$ cat src/rtl/sipo_rx.sv
// Oversampled serial receiver: 8N1 / 8-bit-plus-parity frames to a byte.
// Bit timing advances only on i_sample_tick; outputs are registered.
module sipo_rx #(
  parameter int OSR         = 16,
  parameter int SYNC_STAGES = 2
) (
  input  logic       i_clk,
  input  logic       i_arst_n,
  input  logic       i_sample_tick,
  input  logic       i_rx,
  input  logic       i_par_en,
  input  logic       i_par_odd,
  output logic [7:0] o_data,
  output logic       o_data_valid,
  output logic       o_par_err,
  output logic       o_frame_err,
  output logic       o_busy
);

  localparam int TW = $clog2(OSR);
  localparam logic [TW-1:0] TICK_MID = TW'(OSR / 2 - 1);
  localparam logic [TW-1:0] TICK_END = TW'(OSR - 1);
  localparam logic [TW-1:0] TICK_ONE = TW'(1);
  localparam logic [TW-1:0] TICK_ZERO = TW'(0);

  typedef enum logic [2:0] {
    S_IDLE   = 3'd0,
    S_START  = 3'd1,
    S_DATA   = 3'd2,
    S_PARITY = 3'd3,
    S_STOP   = 3'd4
  } state_t;

  function automatic logic f_xor8(input logic [7:0] d);
    return ^d;
  endfunction

  logic [SYNC_STAGES-1:0] r_sync;
  state_t                 r_state;
  logic [TW-1:0]          r_tick_cnt;
  logic [2:0]             r_bit_cnt;
  logic [7:0]             r_shift;
  logic                   r_par_en;
  logic                   r_par_odd;
  logic                   r_par_bit;
  logic                   r_armed;

  state_t        w_state_nxt;
  logic [TW-1:0] w_tick_nxt;
  logic [2:0]    w_bit_nxt;
  logic [7:0]    w_shift_nxt;
  logic          w_par_bit_nxt;
  logic          w_armed_nxt;
  logic          w_latch;
  logic          w_done;
  logic          w_rx_s;
  logic          w_par_err;

  assign w_rx_s    = r_sync[SYNC_STAGES-1];
  assign w_par_err = r_par_en & ((f_xor8(r_shift) ^ r_par_bit) != r_par_odd);

  // Next-state and counter/datapath update, evaluated only on sample ticks
  always_comb begin
    w_state_nxt   = r_state;
    w_tick_nxt    = r_tick_cnt;
    w_bit_nxt     = r_bit_cnt;
    w_shift_nxt   = r_shift;
    w_par_bit_nxt = r_par_bit;
    w_armed_nxt   = r_armed;
    w_latch       = 1'b0;
    w_done        = 1'b0;
    if (i_sample_tick) begin
      case (r_state)
        S_IDLE: begin
          if (w_rx_s) begin
            w_armed_nxt = 1'b1;
          end else if (r_armed) begin
            w_state_nxt = S_START;
            w_tick_nxt  = TICK_ZERO;
            w_latch     = 1'b1;
          end else begin
            w_armed_nxt = 1'b0;
          end
        end
        S_START: begin
          if (r_tick_cnt == TICK_MID) begin
            w_tick_nxt  = TICK_ZERO;
            w_state_nxt = w_rx_s ? S_IDLE : S_DATA;
          end else begin
            w_tick_nxt = r_tick_cnt + TICK_ONE;
          end
        end
        S_DATA: begin
          if (r_tick_cnt == TICK_END) begin
            w_tick_nxt  = TICK_ZERO;
            w_shift_nxt = {w_rx_s, r_shift[7:1]};
            if (r_bit_cnt == 3'd7) begin
              w_bit_nxt   = 3'd0;
              w_state_nxt = r_par_en ? S_PARITY : S_STOP;
            end else begin
              w_bit_nxt = r_bit_cnt + 3'd1;
            end
          end else begin
            w_tick_nxt = r_tick_cnt + TICK_ONE;
          end
        end
        S_PARITY: begin
          if (r_tick_cnt == TICK_END) begin
            w_tick_nxt    = TICK_ZERO;
            w_par_bit_nxt = w_rx_s;
            w_state_nxt   = S_STOP;
          end else begin
            w_tick_nxt = r_tick_cnt + TICK_ONE;
          end
        end
        S_STOP: begin
          if (r_tick_cnt == TICK_END) begin
            w_tick_nxt  = TICK_ZERO;
            w_state_nxt = S_IDLE;
            w_done      = 1'b1;
            // A low stop bit disarms start detection until the line is seen high.
            w_armed_nxt = w_rx_s;
          end else begin
            w_tick_nxt = r_tick_cnt + TICK_ONE;
          end
        end
        default: begin
          w_state_nxt = S_IDLE;
          w_tick_nxt  = TICK_ZERO;
          w_bit_nxt   = 3'd0;
        end
      endcase
    end else begin
      w_state_nxt = r_state;
    end
  end

  // Line synchronizer, FSM state, counters and frame-local registers
  always_ff @(posedge i_clk or negedge i_arst_n) begin
    if (!i_arst_n) begin
      r_sync     <= {SYNC_STAGES{1'b1}};
      r_state    <= S_IDLE;
      r_tick_cnt <= TICK_ZERO;
      r_bit_cnt  <= 3'd0;
      r_shift    <= 8'h00;
      r_par_en   <= 1'b0;
      r_par_odd  <= 1'b0;
      r_par_bit  <= 1'b0;
      r_armed    <= 1'b1;
    end else begin
      r_sync     <= {r_sync[SYNC_STAGES-2:0], i_rx};
      r_state    <= w_state_nxt;
      r_tick_cnt <= w_tick_nxt;
      r_bit_cnt  <= w_bit_nxt;
      r_shift    <= w_shift_nxt;
      r_par_bit  <= w_par_bit_nxt;
      r_armed    <= w_armed_nxt;
      if (w_latch) begin
        r_par_en  <= i_par_en;
        r_par_odd <= i_par_odd;
      end
    end
  end

  // Registered outputs; results land the cycle after the stop-bit sample
  always_ff @(posedge i_clk or negedge i_arst_n) begin
    if (!i_arst_n) begin
      o_data       <= 8'h00;
      o_data_valid <= 1'b0;
      o_par_err    <= 1'b0;
      o_frame_err  <= 1'b0;
      o_busy       <= 1'b0;
    end else begin
      o_data_valid <= w_done;
      o_busy       <= (w_state_nxt != S_IDLE);
      if (w_done) begin
        o_data      <= r_shift;
        o_par_err   <= w_par_err;
        o_frame_err <= ~w_rx_s;
      end
    end
  end

endmodule

$ cat config.mk
export PLATFORM = sky130hd
export DESIGN_NAME = sipo_rx
export DESIGN_NICKNAME = d
export VERILOG_FILES = /design/src/rtl/sipo_rx.sv
export SDC_FILE = /design/constraint.sdc
export NUM_CORES = 1
export LEC_CHECK = 0
export CAP_MARGIN = 20
export CORE_MARGIN = 5
export CORE_UTILIZATION = 60
export DETAILED_ROUTE_END_ITERATION = 7
export HOLD_SLACK_MARGIN = 0.02
export PLACE_DENSITY = 0.83
export SYNTH_ARGS = -nofsm -noshare
export SYNTH_HDL_FRONTEND = slang
export SYNTH_SLANG_ARGS = --single-unit
$ cat constraint.sdc
create_clock -name i_clk -period 4.9 [get_ports i_clk]
set_input_delay 0.49 -clock i_clk [delete_from_list [all_inputs] [get_ports i_clk]]
set_output_delay 0.49 -clock i_clk [all_outputs]
set_load 0.02 [all_outputs]
* Yosys cells after proc, flatten, opt, wreduce, memory -nomap -nowiden
Index checks and enable logic that the tools add are counted.
** Cells by class
- Bitwise operators :: 4
- Equal/unequal tests :: 12
- Add/sub/neg operators :: 2
- Muxes and demuxes :: 29
- Reduce and logical (&&, ||, !) cells :: 11
** Operator list (number)
- two-way mux 3 bit :: 11
- two-way mux 4 bit :: 4
- case mux 3 bit (5 select lines) :: 1
- AND reduction 3 bit :: 5
- case mux 4 bit (3 select lines) :: 1
- two-way mux 1 bit :: 9
- != test 2 bit (second input constant) :: 4
- parity 8 bit :: 1
- == test 3 x 2 -> 1 bit (second input constant) :: 2
- == test 3 bit (second input constant) :: 2
- case mux 3 bit (2 select lines) :: 1
- adder 4 x 1 -> 4 bit (second input constant) :: 1
- == test 4 x 3 -> 1 bit (second input constant) :: 1
- == test 4 bit (second input constant) :: 1
- OR reduction 4 bit :: 1
- adder 3 x 1 -> 3 bit (second input constant) :: 1
- == test 3 x 1 -> 1 bit (second input constant) :: 1
- zero test 3 bit :: 1
- nonzero test 3 bit :: 1
- OR reduction 3 bit :: 1
- two-way mux 2 bit :: 1
- inverter 1 bit :: 2
- case mux 1 bit (2 select lines) :: 1
- nonzero test 2 bit :: 1
- other kinds (3) :: 3
** Storage, ports and cells
- Bits in registers :: 36
- Input bits :: 6
- Output and inout bits :: 12

* Longest topological paths before layout
- Depth in word-level cells :: 6
- Gate-level depth with buffers :: 6
- Mapped depth without buffers :: 6

* Worst setup path before layout
OpenSTA, ideal clock, no wires.
- Path kind :: reg-to-reg
- Start point :: register r_tick_cnt[0]
- End point :: register r_shift[0]
- Data arrival time :: 1463 ps
- Stages on the path, launching flop included :: 6
- Path slack :: 3313 ps
- Setup time :: 125 ps
- Data required time :: 4775 ps
- Period minus slack after synthesis :: 1587 ps
- Cells stage by stage :: dfrtp_1 -> ha_1 -> and3_4 -> nand2_1 -> nor2_4 -> mux2_2
** On the way
- Longest elaborated chain between the ends :: 2
** RTL lines
- start: declaration :: RTL line 40 : logic [TW-1:0] r_tick_cnt;
- start signal: assignment :: RTL line 153 : r_tick_cnt <= w_tick_nxt;
- == test 4 bit :: RTL line 94 : if (r_tick_cnt == TICK_END) begin
- AND reduction 3 bit (no line)
- end signal: assignment :: RTL line 155 : r_shift <= w_shift_nxt;
- end: declaration :: RTL line 42 : logic [7:0] r_shift;
Every way passes these cells.
A chain may end at the register's enable or synchronous reset.

* Worst setup path in the final report
- Start point :: input i_sample_tick
- End point :: register r_shift[0]
** On the way
- Longest elaborated chain between the ends :: 1
** RTL lines
- start: declaration :: RTL line 9 : input logic i_sample_tick,
- AND reduction 3 bit (no line)
Every way passes these cells.

==> metrics.txt <==
# Post-CTS Setup Buffers 0; Power per Cell Area 328.9 nW/um2; # rows 20; Critical Path RT 5130 ps; Max Fclk 0.5303 GHz; setup TNS 0 ps; htree depth 2; Final Non-Filler Cells 214; vias in the first global route 1236; largest net degree at the start of global routing 37; Setup violations, final 0; Final ANT Viol Nets 0; outcome completed; clock latency on the worst-skew pair 350 ps; post-CTS resize count 0; routed vias/inst 5.659; Ports 18; Die H 65.84 um; list of most frequent post-synthesis cells dfrtp_1 (33), mux2_2 (17), nand2_1 (8); CTS max path bufs 2; sequential area share after synthesis 48.36%; Comb pwr share 15.7%; layout cell share with drive strength beyond 1 26.47%; max-slew violations 0; post-synth net total 160; VDD IR max 185.1 uV; flops & latches, synth 36; routed len/inst 14.80 um; RD Place Congestion 0.9468; Final Hold Viols 0; warning count from the yosys run 0; number of nets in the layout 178; Hold/Removal Path Class flop to flop; Arr. time, crit path 2120 ps; worst clock skew 10.65 ps; vias 1211; Post-synth ARST share 100.0%; Worst Max-Slew Pin Slew 711.3 ps; Fillers 219; uppermost layer routed met4; Clk pin slew, worst setup/hold paths 100 ps; cell area after synthesis 1871 um2; gr usage total 17.55%; Synth cell types 44; Post-synth EDFFs 0; PortBufs 17; Sw Share 26.73%; first-pass GRT wire length 5595 um; Final Cycle Share 38.49%; Die Wd 65.84 um; synthesis-to-layout area growth 14.38%; total grt overflow 0; Initial Util 61.78%; Setup crit end kind flop; met2 wire length 1534 um; share of the synthesized area in the top cell type 44.15%; startpoint type of the worst setup path input pin; initial antenna violation count 0; Num CTS Buffers 5; most common cell in the netlist dfrtp_1; clock share of power 32.7%; ys flop type dfrtp_1; post-synthesis cell count 151; Placed Cells 206; HPWL Detailed 2281 um; DIE AREA 4334 um2; wl on met1 1374 um; clock root buffer clkbuf_4; DRC viols 0; max_cap viols 0; LEAKAGE 0.9736 nW; ANT cells 0; post-layout min period 1886 ps; Detailed Route Iter0 Violations 69; Crit Path Class input pin to flop; max_slew headroom 52.58%; RSZ-0062 raised after global routing no; Post-Route WL 3168 um; Flop pwr share 51.5%; Yosys top cell by area dfrtp_1; hold_buf cts 0; synth top area cells dfrtp_1 (44%), mux2_2 (10%), dfstp_2 (4.2%); CTS tree built; clock sinks 36; CORE AREA 3028 um2; Critical Path Fanout Max 13; routed wl met3 197 um; DRT Pass-1 Iters 4; Internal 515.7 uW; Net Switching 188.1 uW; syn_area_per_cell 12.39 um2
## per-layer routing
metal	up-vias	track usage (%)
li1	582	-
met1	584	20.42
met2	39	28.04
met3	6	7.823
met4	0	7.254
met5	-	0
## through the flow
| step | setup slack, ps | instance area, um2 | util [%] | hold slack (ps) | power (mW) |
|---|---|---|---|---|---|
| 6_report | 3014 | 2140 | 70.66 | 361.7 | 0.7038 |
| 5_1_grt | 2894 | 2140 | 70.66 | 369.8 | 0.7454 |
| 4_1_cts | 3031 | 2140 | 70.66 | 361.6 | 0.7091 |
| 3_5_place_dp | 2663 | 2044 | 67.52 | 347.0 | 0.4793 |
| 3_3_place_gp | 2714 | 2044 | 67.52 | 346.6 | 0.4699 |
| 2_1_floorplan | 3313 | 1871 | - | 194.4 | 0.4484 |
## power by group through the flow
stage          sequential (mW)  clock, mW  combinational (mW)
2_1_floorplan            0.352          0              0.0966
3_3_place_gp             0.365          0               0.105
3_5_place_dp             0.368          0               0.111
4_1_cts                  0.362      0.235               0.112
5_1_grt                  0.370      0.252               0.124
6_report                 0.362      0.230               0.111
## registers in the layout, summed over array words and instances (netlist names), 2 cells and up
name        cells
o_data          8
r_sync          2
r_state         3
r_shift         8
r_tick_cnt      4
r_bit_cnt       3
## worst paths after layout
kind | slack, ps | to | startpoint | cells after the start
worst min-delay path | 360 | r_sync[1] | r_sync[0] | 0
worst min register to register | 360 | r_sync[1] | r_sync[0] | 0
worst max-delay path | 3010 | r_shift[0] | i_sample_tick | 4
min in group asynchronous | 540 | o_frame_err | i_arst_n | 2
max in group asynchronous | 4020 | r_sync[0] | i_arst_n | 2
worst max register to register | 3030 | r_shift[0] | r_tick_cnt[0] | 5
## cell families after synthesis
group | synth area share [%]
AO/OA/AOI/OAI | 12.04
XOR/XNOR | 5.418
adder cells (fa/ha/maj) | 2.007
buffers and inverters | 4.548
flip-flops | 48.36
multiplexers | 14.25
AND/OR/NAND/NOR | 13.38
## layout by cell type, fill, tap and decap left out, types with 4 or more instances in the layout
cell type,n
mux2_2,17
nand2_1,8
clkdlybuf4s50_1,17
o21ai_0,7
dfrtp_1,33
nand3_1,4
xnor2_1,7
mux2_4,5
clkbuf_4,5
inv_1,7
## area by class of cell
class | count | area (um2) | share of cell area (%)
Tap cell | 44 | 55.05 | 2.573
Timing Repair Buffer | 18 | 177.7 | 8.304
Multi-Input combinational cell | 101 | 880.8 | 41.17
Clock buffer | 7 | 65.06 | 3.041
Sequential cell | 36 | 904.6 | 42.28
Inverter | 7 | 26.28 | 1.228
Clock inverter | 1 | 30.03 | 1.404
## critical path: stages
cell,delay (ps)
clkdlybuf4s50_1,810
nand2_1,180
nor2_4,270
mux2_2,370
Note: power is estimated with default switching activity, not from simulation.
